**src/rtl/dcache_pkg.sv**
```systemverilog
// Shared types and width helpers for the data cache controller.
package dcache_pkg;

  typedef enum logic [1:0] {
    IDLE  = 2'd0,
    RMISS = 2'd1,
    WTHRU = 2'd2,
    WDONE = 2'd3
  } state_e;

  localparam int unsigned DEF_ADDRESS_WIDTH = 32;
  localparam int unsigned DEF_SETS          = 8;

  // Index bits sit just above the byte offset; tag takes the rest.
  function automatic int unsigned calc_index_w(input int unsigned sets);
    return $clog2(sets);
  endfunction

  function automatic int unsigned calc_tag_w(input int unsigned aw, input int unsigned sets);
    return aw - $clog2(sets) - 2;
  endfunction

  localparam int unsigned INDEX_W = calc_index_w(DEF_SETS);
  localparam int unsigned TAG_W   = calc_tag_w(DEF_ADDRESS_WIDTH, DEF_SETS);

  // Performance counters stop at all-ones instead of wrapping.
  function automatic logic [31:0] sat_inc(input logic [31:0] v);
    return (v == 32'hFFFF_FFFF) ? v : v + 32'd1;
  endfunction

endpackage

```
**src/rtl/dcache_way.sv**
```systemverilog
// One cache way: valid bits, tags and data words with combinational read.
module dcache_way
  import dcache_pkg::*;
#(
  parameter int unsigned SETS       = DEF_SETS,
  parameter int unsigned IDX_W      = INDEX_W,
  parameter int unsigned TG_W       = TAG_W,
  parameter int unsigned DATA_WIDTH = 32
) (
  input  logic                  clk,
  input  logic                  rst,
  input  logic                  flush_i,
  input  logic                  fill_i,
  input  logic                  wr_i,
  input  logic [IDX_W-1:0]      index_i,
  input  logic [TG_W-1:0]       tag_i,
  input  logic [DATA_WIDTH-1:0] data_i,
  output logic                  rd_valid_o,
  output logic [TG_W-1:0]       rd_tag_o,
  output logic [DATA_WIDTH-1:0] rd_data_o
);

  logic [SETS-1:0]       valid_q, valid_d;
  logic [TG_W-1:0]       tag_q  [SETS];
  logic [TG_W-1:0]       tag_d  [SETS];
  logic [DATA_WIDTH-1:0] data_q [SETS];
  logic [DATA_WIDTH-1:0] data_d [SETS];

  // Next contents: flush clears valids, fill installs a line, store updates data.
  always_comb begin
    valid_d = valid_q;
    tag_d   = tag_q;
    data_d  = data_q;
    if (flush_i) begin
      valid_d = '0;
    end else if (fill_i) begin
      valid_d[index_i] = 1'b1;
      tag_d[index_i]   = tag_i;
    end
    if (fill_i || wr_i) begin
      data_d[index_i] = data_i;
    end
  end

  // Valid bits are the only reset state in the way.
  always_ff @(posedge clk or negedge rst) begin
    if (!rst) valid_q <= '0;
    else      valid_q <= valid_d;
  end

  // Tag and data arrays carry no reset.
  always_ff @(posedge clk) begin
    tag_q  <= tag_d;
    data_q <= data_d;
  end

  assign rd_valid_o = valid_q[index_i];
  assign rd_tag_o   = tag_q[index_i];
  assign rd_data_o  = data_q[index_i];

endmodule

```
**src/rtl/data_cache_ctrl.sv**
```systemverilog
// Write-through, no-write-allocate data cache controller for the memory stage.
module data_cache_ctrl
  import dcache_pkg::*;
#(
  parameter int unsigned ADDRESS_WIDTH = 32,
  parameter int unsigned DATA_WIDTH    = 32,
  parameter int unsigned SETS          = 8,
  parameter int unsigned WAYS          = 2
) (
  input  logic                     clk,
  input  logic                     rst,
  input  logic                     req_valid,
  input  logic                     req_we,
  input  logic [ADDRESS_WIDTH-1:0] req_addr,
  input  logic [DATA_WIDTH-1:0]    req_wdata,
  output logic [DATA_WIDTH-1:0]    rdata,
  output logic                     stall,
  input  logic                     flush,
  output logic                     mem_req,
  output logic                     mem_we,
  output logic [ADDRESS_WIDTH-1:0] mem_addr,
  output logic [DATA_WIDTH-1:0]    mem_wdata,
  input  logic                     mem_ack,
  input  logic [DATA_WIDTH-1:0]    mem_rdata,
  output logic [31:0]              hit_count,
  output logic [31:0]              miss_count
);

  localparam int unsigned IDX_W = calc_index_w(SETS);
  localparam int unsigned TG_W  = calc_tag_w(ADDRESS_WIDTH, SETS);

  state_e                  state_q, state_d;
  logic [SETS-1:0]         lru_q, lru_d;
  logic [31:0]             hit_count_q, hit_count_d;
  logic [31:0]             miss_count_q, miss_count_d;
  logic                    wr_hit_q, wr_hit_d;
  logic                    wr_way_q, wr_way_d;

  logic [IDX_W-1:0]        index;
  logic [TG_W-1:0]         tag;
  logic [1:0]              unused_addr_lsb;
  logic [WAYS-1:0]         way_valid, way_hit, fill_en, wr_en;
  logic [TG_W-1:0]         way_tag  [WAYS];
  logic [DATA_WIDTH-1:0]   way_data [WAYS];
  logic [DATA_WIDTH-1:0]   wr_data;
  logic                    flush_ways, hit, hit_way, victim;
  logic                    stall_c, mem_req_c, mem_we_c;
  logic [DATA_WIDTH-1:0]   rdata_c, mem_wdata_c;
  logic [ADDRESS_WIDTH-1:0] mem_addr_c;

  assign index           = req_addr[IDX_W+1:2];
  assign tag             = req_addr[ADDRESS_WIDTH-1:IDX_W+2];
  assign unused_addr_lsb = req_addr[1:0];

  // Storage and tag compare for each way.
  for (genvar w = 0; w < WAYS; w++) begin : g_way
    dcache_way #(
      .SETS       (SETS),
      .IDX_W      (IDX_W),
      .TG_W       (TG_W),
      .DATA_WIDTH (DATA_WIDTH)
    ) u_way (
      .clk        (clk),
      .rst        (rst),
      .flush_i    (flush_ways),
      .fill_i     (fill_en[w]),
      .wr_i       (wr_en[w]),
      .index_i    (index),
      .tag_i      (tag),
      .data_i     (wr_data),
      .rd_valid_o (way_valid[w]),
      .rd_tag_o   (way_tag[w]),
      .rd_data_o  (way_data[w])
    );
    assign way_hit[w] = way_valid[w] && (way_tag[w] == tag);
  end

  // Hit detection and fill victim: an invalid way first (way 0 first), else the LRU way.
  always_comb begin
    hit     = |way_hit;
    hit_way = 1'b0;
    for (int unsigned w = 0; w < WAYS; w++) begin
      if (way_hit[w]) hit_way = 1'(w);
    end
    victim = 1'b0;
    if (WAYS > 1) begin
      if (!way_valid[0])           victim = 1'b0;
      else if (!way_valid[WAYS-1]) victim = 1'b1;
      else                         victim = lru_q[index];
    end
  end

  // Next state, LRU/counter updates and combinational outputs.
  always_comb begin
    state_d      = state_q;
    lru_d        = lru_q;
    hit_count_d  = hit_count_q;
    miss_count_d = miss_count_q;
    wr_hit_d     = wr_hit_q;
    wr_way_d     = wr_way_q;
    stall_c      = 1'b0;
    rdata_c      = '0;
    mem_req_c    = 1'b0;
    mem_we_c     = 1'b0;
    mem_addr_c   = '0;
    mem_wdata_c  = '0;
    flush_ways   = 1'b0;
    fill_en      = '0;
    wr_en        = '0;
    wr_data      = '0;
    unique case (state_q)
      IDLE: begin
        if (flush) begin
          flush_ways = 1'b1;
          lru_d      = '0;
          stall_c    = req_valid;
        end else if (req_valid && !req_we) begin
          if (hit) begin
            rdata_c        = way_data[hit_way];
            lru_d[index]   = ~hit_way;
            hit_count_d    = sat_inc(hit_count_q);
          end else begin
            stall_c      = 1'b1;
            miss_count_d = sat_inc(miss_count_q);
            state_d      = RMISS;
          end
        end else if (req_valid) begin
          stall_c  = 1'b1;
          wr_hit_d = hit;
          wr_way_d = hit_way;
          if (hit) hit_count_d  = sat_inc(hit_count_q);
          else     miss_count_d = sat_inc(miss_count_q);
          state_d  = WTHRU;
        end
      end
      RMISS: begin
        stall_c    = 1'b1;
        mem_req_c  = 1'b1;
        mem_addr_c = {req_addr[ADDRESS_WIDTH-1:2], 2'b00};
        if (mem_ack) begin
          fill_en[victim] = 1'b1;
          wr_data         = mem_rdata;
          lru_d[index]    = ~victim;
          state_d         = IDLE;
        end
      end
      WTHRU: begin
        stall_c     = 1'b1;
        mem_req_c   = 1'b1;
        mem_we_c    = 1'b1;
        mem_addr_c  = {req_addr[ADDRESS_WIDTH-1:2], 2'b00};
        mem_wdata_c = req_wdata;
        if (mem_ack) begin
          if (wr_hit_q) wr_en[wr_way_q] = 1'b1;
          wr_data = req_wdata;
          state_d = WDONE;
        end
      end
      WDONE: begin
        state_d = IDLE;
      end
      default: begin
        state_d = IDLE;
      end
    endcase
  end

  // State, LRU, counters and captured store lookup.
  always_ff @(posedge clk or negedge rst) begin
    if (!rst) begin
      state_q      <= IDLE;
      lru_q        <= '0;
      hit_count_q  <= '0;
      miss_count_q <= '0;
      wr_hit_q     <= 1'b0;
      wr_way_q     <= 1'b0;
    end else begin
      state_q      <= state_d;
      lru_q        <= lru_d;
      hit_count_q  <= hit_count_d;
      miss_count_q <= miss_count_d;
      wr_hit_q     <= wr_hit_d;
      wr_way_q     <= wr_way_d;
    end
  end

  // Outputs are forced quiet while reset is asserted.
  assign stall      = rst & stall_c;
  assign rdata      = rst ? rdata_c     : '0;
  assign mem_req    = rst & mem_req_c;
  assign mem_we     = rst & mem_we_c;
  assign mem_addr   = rst ? mem_addr_c  : '0;
  assign mem_wdata  = rst ? mem_wdata_c : '0;
  assign hit_count  = hit_count_q;
  assign miss_count = miss_count_q;

endmodule
```
**config.mk**
```make
export PLATFORM = sky130hd
export DESIGN_NAME = data_cache_ctrl
export DESIGN_NICKNAME = d
export VERILOG_FILES = /design/src/rtl/dcache_pkg.sv /design/src/rtl/dcache_way.sv /design/src/rtl/data_cache_ctrl.sv
export SDC_FILE = /design/constraint.sdc
export NUM_CORES = 1
export LEC_CHECK = 0
export ABC_CLOCK_PERIOD_IN_PS = 6800
export CORE_ASPECT_RATIO = 0.5
export CORE_MARGIN = 5
export CORE_UTILIZATION = 59
export CTS_BUF_LIST = sky130_fd_sc_hd__clkbuf_16
export DETAILED_ROUTE_END_ITERATION = 8
export PLACE_DENSITY = 0.8
export SYNTH_ARGS = -nofsm -noshare
export SYNTH_HDL_FRONTEND = slang
export SYNTH_SLANG_ARGS = --single-unit
export TNS_END_PERCENT = 10
```
**constraint.sdc**
```tcl
create_clock -name clk -period 6.8 [get_ports clk]
set_input_delay 1.36 -clock clk [delete_from_list [all_inputs] [get_ports clk]]
set_output_delay 1.36 -clock clk [all_outputs]
set_load 0.05 [all_outputs]
```
# Word level (Yosys, flattened, before mapping)
# Cells that the tools add are included.
[classes] addsub=2 reduce_logical=23 mux=90 n_bitwise=12 order_cmp=9 eq_ne=14
[op_table] operator="32-bit 2-to-1 mux" count=27
[op_table] operator="256-bit bitwise mux" count=2
[op_table] operator="216-bit bitwise mux" count=2
[op_table] operator="32-bit binary-select mux with 3-bit select" count=2
[op_table] operator="27-bit binary-select mux with 3-bit select" count=2
[op_table] operator="27-bit 2-to-1 mux" count=5
[op_table] operator="32-bit demux with 3-bit select" count=1
[op_table] operator="27-bit demux with 3-bit select" count=1
[op_table] operator="32-bit by 1-bit adder with 32-bit output (second input constant)" count=2
[op_table] operator="32-bit equality test (second input constant)" count=2
[op_table] operator="8-bit 2-to-1 mux" count=8
[op_table] operator="32-bit one-hot mux with 2 select lines" count=1
[op_table] operator="27-bit equality test" count=2
[op_table] operator="2-bit 2-to-1 mux" count=11
[op_table] operator="1-bit 2-to-1 mux" count=17
[op_table] operator="8-bit bitwise mux" count=2
[op_table] operator="8-bit OR" count=2
[op_table] operator="8-bit one-hot mux with 2 select lines" count=1
[op_table] operator="3-bit inequality test (second input constant)" count=4
[op_table] operator="1-bit binary-select mux with 3-bit select" count=3
[op_table] operator="2-bit one-hot mux with 4 select lines" count=1
[op_table] operator="4-bit AND reduction" count=2
[op_table] operator="2-bit nonzero test" count=4
[op_table] operator="1-bit logical AND" count=7
[op_table] operator="24 further kinds" count=39
[totals] input_bits=102 ff_bits=1036

# Logic depth before layout (Yosys ltp)
# Gate-level depths: netlist of run 1.
[logic_depth] ltp_word=16 mapped_depth=16

# Modules after synthesis
# A second synthesis of run 1 with hierarchy kept.
[unflattened] cells_unflattened=2183 area_unflattened_um2=42534.5
[by_module_without_submodules] module="dcache_way at g_way[0].u_way" n_inst=1 cells_per_inst=745 area_per_inst_um2=18459.0 seq_area_each_um2=14373.8
[by_module_without_submodules] module="dcache_way at g_way[1].u_way" n_inst=1 cells_per_inst=746 area_per_inst_um2=18211.2 seq_area_each_um2=14373.8
[by_module_without_submodules] module="data_cache_ctrl" n_inst=1 cells_per_inst=692 area_per_inst_um2=5864.4 seq_area_each_um2=1901.8

# Worst setup path before layout of run 1
# OpenSTA, ideal clock, no wires.
[synth_timing] path_type="input port to output port" startpoint="input req_addr[2]" endpoint="output rdata[1]" n_path_buf=7 setup_slack_ns=0.164 stages=15 arrival_time_ns=5.276 required_time_ns=5.440 path_cell_list="buf_6 > buf_6 > buf_6 > buf_6 > buf_6 > mux2_2 > a221oi_1 > nor3_1 > nor3_1 > nand4_1 > nor4_1 > buf_2 > clkbuf_1 > nand2_1 > a21boi_0"
[synth_via] elab_chain_cells=16 word_cells_on_any_way=32 classes_between="eq/ne (2); mux (25); bitwise (2); reduce/logical (3)"
[synth_lines] item="from (decl)" line_no="data_cache_ctrl.sv:14" source="input logic [ADDRESS_WIDTH-1:0] req_addr,"
[synth_lines] item="3-bit inverter with 4-bit output (not written as such)" line_no="dcache_way.sv:58, dcache_way.sv:59"
[synth_lines] item="27-bit binary-select mux with 3-bit select" line_no="dcache_way.sv:58" source="assign rd_tag_o = tag_q[index_i];"
[synth_lines] item="27-bit 2-to-1 mux (not written as such) (2 in series)" line_no="dcache_way.sv:58"
[synth_lines] item="27-bit equality test" line_no="data_cache_ctrl.sv:75" source="assign way_hit[w] = way_valid[w] && (way_tag[w] == tag);"
[synth_lines] item="1-bit logical AND" line_no="data_cache_ctrl.sv:75"
[synth_lines] item="1-bit 2-to-1 mux" line_no="data_cache_ctrl.sv:83" source="if (way_hit[w]) hit_way = 1'(w);"
[synth_lines] item="1-bit inverter with 2-bit output (not written as such)" line_no="data_cache_ctrl.sv:119" source="rdata_c = way_data[hit_way];"
[synth_lines] item="32-bit 2-to-1 mux (not written as such) (3 in series)" line_no="data_cache_ctrl.sv:119"
[synth_lines] item="32-bit 2-to-1 mux *" line_no="data_cache_ctrl.sv:118" source="if (hit) begin"
[synth_lines] item="32-bit 2-to-1 mux *" line_no="data_cache_ctrl.sv:117" source="end else if (req_valid && !req_we) begin"
[synth_lines] item="32-bit 2-to-1 mux *" line_no="data_cache_ctrl.sv:113" source="if (flush) begin"
[synth_lines] item="32-bit 2-to-1 mux *" line_no="data_cache_ctrl.sv:111" source="unique case (state_q)"
[synth_lines] item="32-bit 2-to-1 mux *" line_no="data_cache_ctrl.sv:189" source="assign rdata = rst ? rdata_c : '0;"
[synth_lines] item="to (decl)" line_no="data_cache_ctrl.sv:16" source="output logic [DATA_WIDTH-1:0] rdata,"
# Mark *: on every way between the ends. The rest lies on a longest branch, timed or not. The select of a mux whose other input is x is not followed.

# Worst setup path in the final report of run 1
[layout_timing] startpoint="input req_addr[2]" endpoint="output rdata[14]"
# Same word-level chain as after synthesis.

==> results of run 1 <==
==> cell families (layout without fill, tap and decap cells) <==
logic type	Yosys count	count (layout)	share of synthesized area
mux	243	243	0.0834
other cells	1	3	0.0000899
simple gates	538	538	0.0684
buf+inv	170	579	0.0184
compound gates	433	433	0.0715
xor+xnor	101	101	0.0212
flops	1036	1036	0.735
fa+ha+maj	7	7	0.00210
==> sequential cells by signal, indices dropped and copies added (netlist names) <==
name and count:
g_way.u_way.data_q 512, g_way.u_way.tag_q 432, g_way.u_way.valid_q 16, hit_count 32
lru_q 8, miss_count 32, state_q 2, wr_hit_q 1
wr_way_q 1
==> final timing paths <==
path                                                start  slack, ps  depth (start not counted)                   endpoint
max in group asynchronous                             rst       4920                          2              miss_count[6]
worst min-delay path            g_way[1].u_way.valid_q[2]        480                          1  g_way[1].u_way.valid_q[2]
min in group asynchronous                             rst        700                          1               hit_count[8]
worst max register to register                 state_q[1]       2780                          4  g_way[0].u_way.tag_q[181]
worst max-delay path                          req_addr[2]        120                         13                  rdata[14]
worst min register to register  g_way[1].u_way.valid_q[2]        480                          1  g_way[1].u_way.valid_q[2]
==> timing repair <==
| item | in CTS | in global routing |
|---|---|---|
| resized for setup | 1 | 3 |
| pin swaps | 0 | 1 |
| endpoints found under the hold margin | 0 | 0 |
| endpoints found under the setup margin | 4 | 13 |
| hold buffers | 0 | 0 |
| setup buffers | 0 | 0 |
==> through the flow <==
step / worst slack [ps] / utilization
2_1_floorplan: 164 / -
3_3_place_gp: 116 / 0.673
3_5_place_dp: 93.9 / 0.673
4_1_cts: 56.3 / 0.713
5_1_grt: 2.30 / 0.713
6_report: 120 / 0.713
==> final cells by class <==
type | count | share of cell area
Timing Repair Buffer | 407 | 0.0862
Clock inverter | 65 | 0.0113
Antenna cell | 1 | 0.0000505
Multi-Input combinational cell | 1324 | 0.214
Sequential cell | 1036 | 0.618
Inverter | 18 | 0.00136
Clock buffer | 89 | 0.0449
Tap cell | 945 | 0.0239
==> metal layers <==
layer	vias to the layer above	GRT usage	part of all wire
met3	297	0.0551	0.11
met1	13074	0.408	0.37
met2	1689	0.479	0.48
met4	0	0.0971	0.036
li1	10780	-	-
met5	-	0	0
==> worst max-delay path, cell delays in order <==
cell      delay [ps]
buf_12           270
mux2i_1          180
a22o_1           290
a221oi_1         370
xnor2_1          230
nand2_1           70
or4b_2           670
or4_4            630
a211oi_4         300
buf_12           290
a21boi_0         300
buf_4            180
buf_12           130
==> synth_stat cells (22+ instances only) <==
cell type,instances,area share
a21oi_1,29,0.0035
a22oi_1,53,0.0095
and3_1,84,0.013
buf_1,28,0.0025
buf_2,26,0.0031
clkbuf_1,80,0.0072
dfrtp_1,92,0.055
edfxtp_1,944,0.68
mux2_2,48,0.013
mux2i_1,116,0.028
mux4_2,79,0.043
nand2_1,60,0.0054
nand3_1,60,0.0072
nand4_1,32,0.0048
nor2_1,171,0.015
nor3_1,28,0.0034
nor4_1,23,0.0034
o21ai_0,22,0.0026
o22ai_1,188,0.028
xnor2_1,73,0.015
xor2_1,28,0.0059
==> power by group <==
| part | switching [uW] | internal, uW |
|---|---|---|
| Clock | 2240 | 2750 |
| Combinational | 1530 | 637 |
| Sequential | 61.1 | 7270 |
| Total | 3830 | 10700 |
==> impl_metrics.toml, run 1 <==
[worst_setup_path]
path_class = "input port to output pin"
crit_path_start_kind = "input port"
required_ps = 5440
endpoint_kind = "output pin"
cp_max_fo = 36
crit_arrival_ps = 5320

[power]
p_leak_uw = 0.0169
peakVddDrop_v = 0.000195
p_per_area_mw_per_mm2 = 292
power.total_uw = 14500

[layout]
nFillCells = 4163
stdcell_count = 3885
layout_commonest_cell = "edfxtp_1"
multiInputGateArea_mm2 = 0.0106
syn2layout_area_growth_pct = 18.8
layout-drive-gt1-share = 0.171
register_area_mm2 = 0.0306
fin_area_mm2 = 0.0496
mostFrequentLayoutCells = "edfxtp_1 (944), clkdlybuf4s50_1 (223), o22ai_1 (188)"
nNetsFinal = 2982

[route]
routed_wl_um = 113000
via_count = 25840
ant_nets = 0
drc = 0
dr.pass1.iters = 8
viasPerCell = 6.65
wire_per_inst_um = 29.0
drt_iter0_drc = 3630

[placement]
placed_area_mm2 = 0.0468
place_hpwl_um = 66000
gp_congestion = 0.941
post-place-cells = 3730
portBuffers = 260

[global_routing]
gr-total-overflow = 0
grt_max_degree = 84
first_global_vias = 25771
grt_util_all_layers = 0.294
antenna_found_initial = 2
grt_pass1_wl_um = 166000

[cts]
cts_num_sinks = 1036
clk_path_buf_depth = 3
cts_root_buf = "clkbuf_16"
cts.clk_slew.worst_paths_ps = 60
cts_tree = "done"
clk_latency_ps = 640
h-tree-depth = 3
cts_made_buffers = 86

[sta]
setup_viol = 0
drv_slew = 0
maxSlewHeadroom = 0.108
clock_skew_ps = 27.0
final.setup.tns_ps = 0
hold_ws_ps = 482
grt_setup_unrepaired = "no"
hold_viol = 0
period_needed_ps = 6680
worst_pin_slew_ps = 1340
fmax_mhz = 150
period_share = 0.982

[floorplanning]
initial_core_util = 0.600
die_h_um = 198
dieArea_mm2 = 0.0764
die_w_um = 386
rows = 68
core_mm2 = 0.0695
boundaryPins = 265

[worst_hold_path]
hold_class = "flop to flop"

[synth]
syn-instance-count = 2529
syn_area_mm2 = 0.0417
ys_types = 74
synth-edff-count = 944
avgSynthCellArea_um2 = 16.5
yosysSeqAreaShare = 0.735
ys.flop_type = "edfxtp_1"
synthArstFlopShare = 0.0888
ys_ff_latch = 1036
synth_warnings = 0

[run]
cap_violations = 0

[run_status]
status = "completed"
Note: power is estimated with default switching activity, not from simulation.
==> inputs of run 2 (changes only) <==
Settings changed: SKIP_LAST_GASP set to 1.
==> results of run 2 <==
No change in the layout: final DEF, timing and power equal those of run 1.
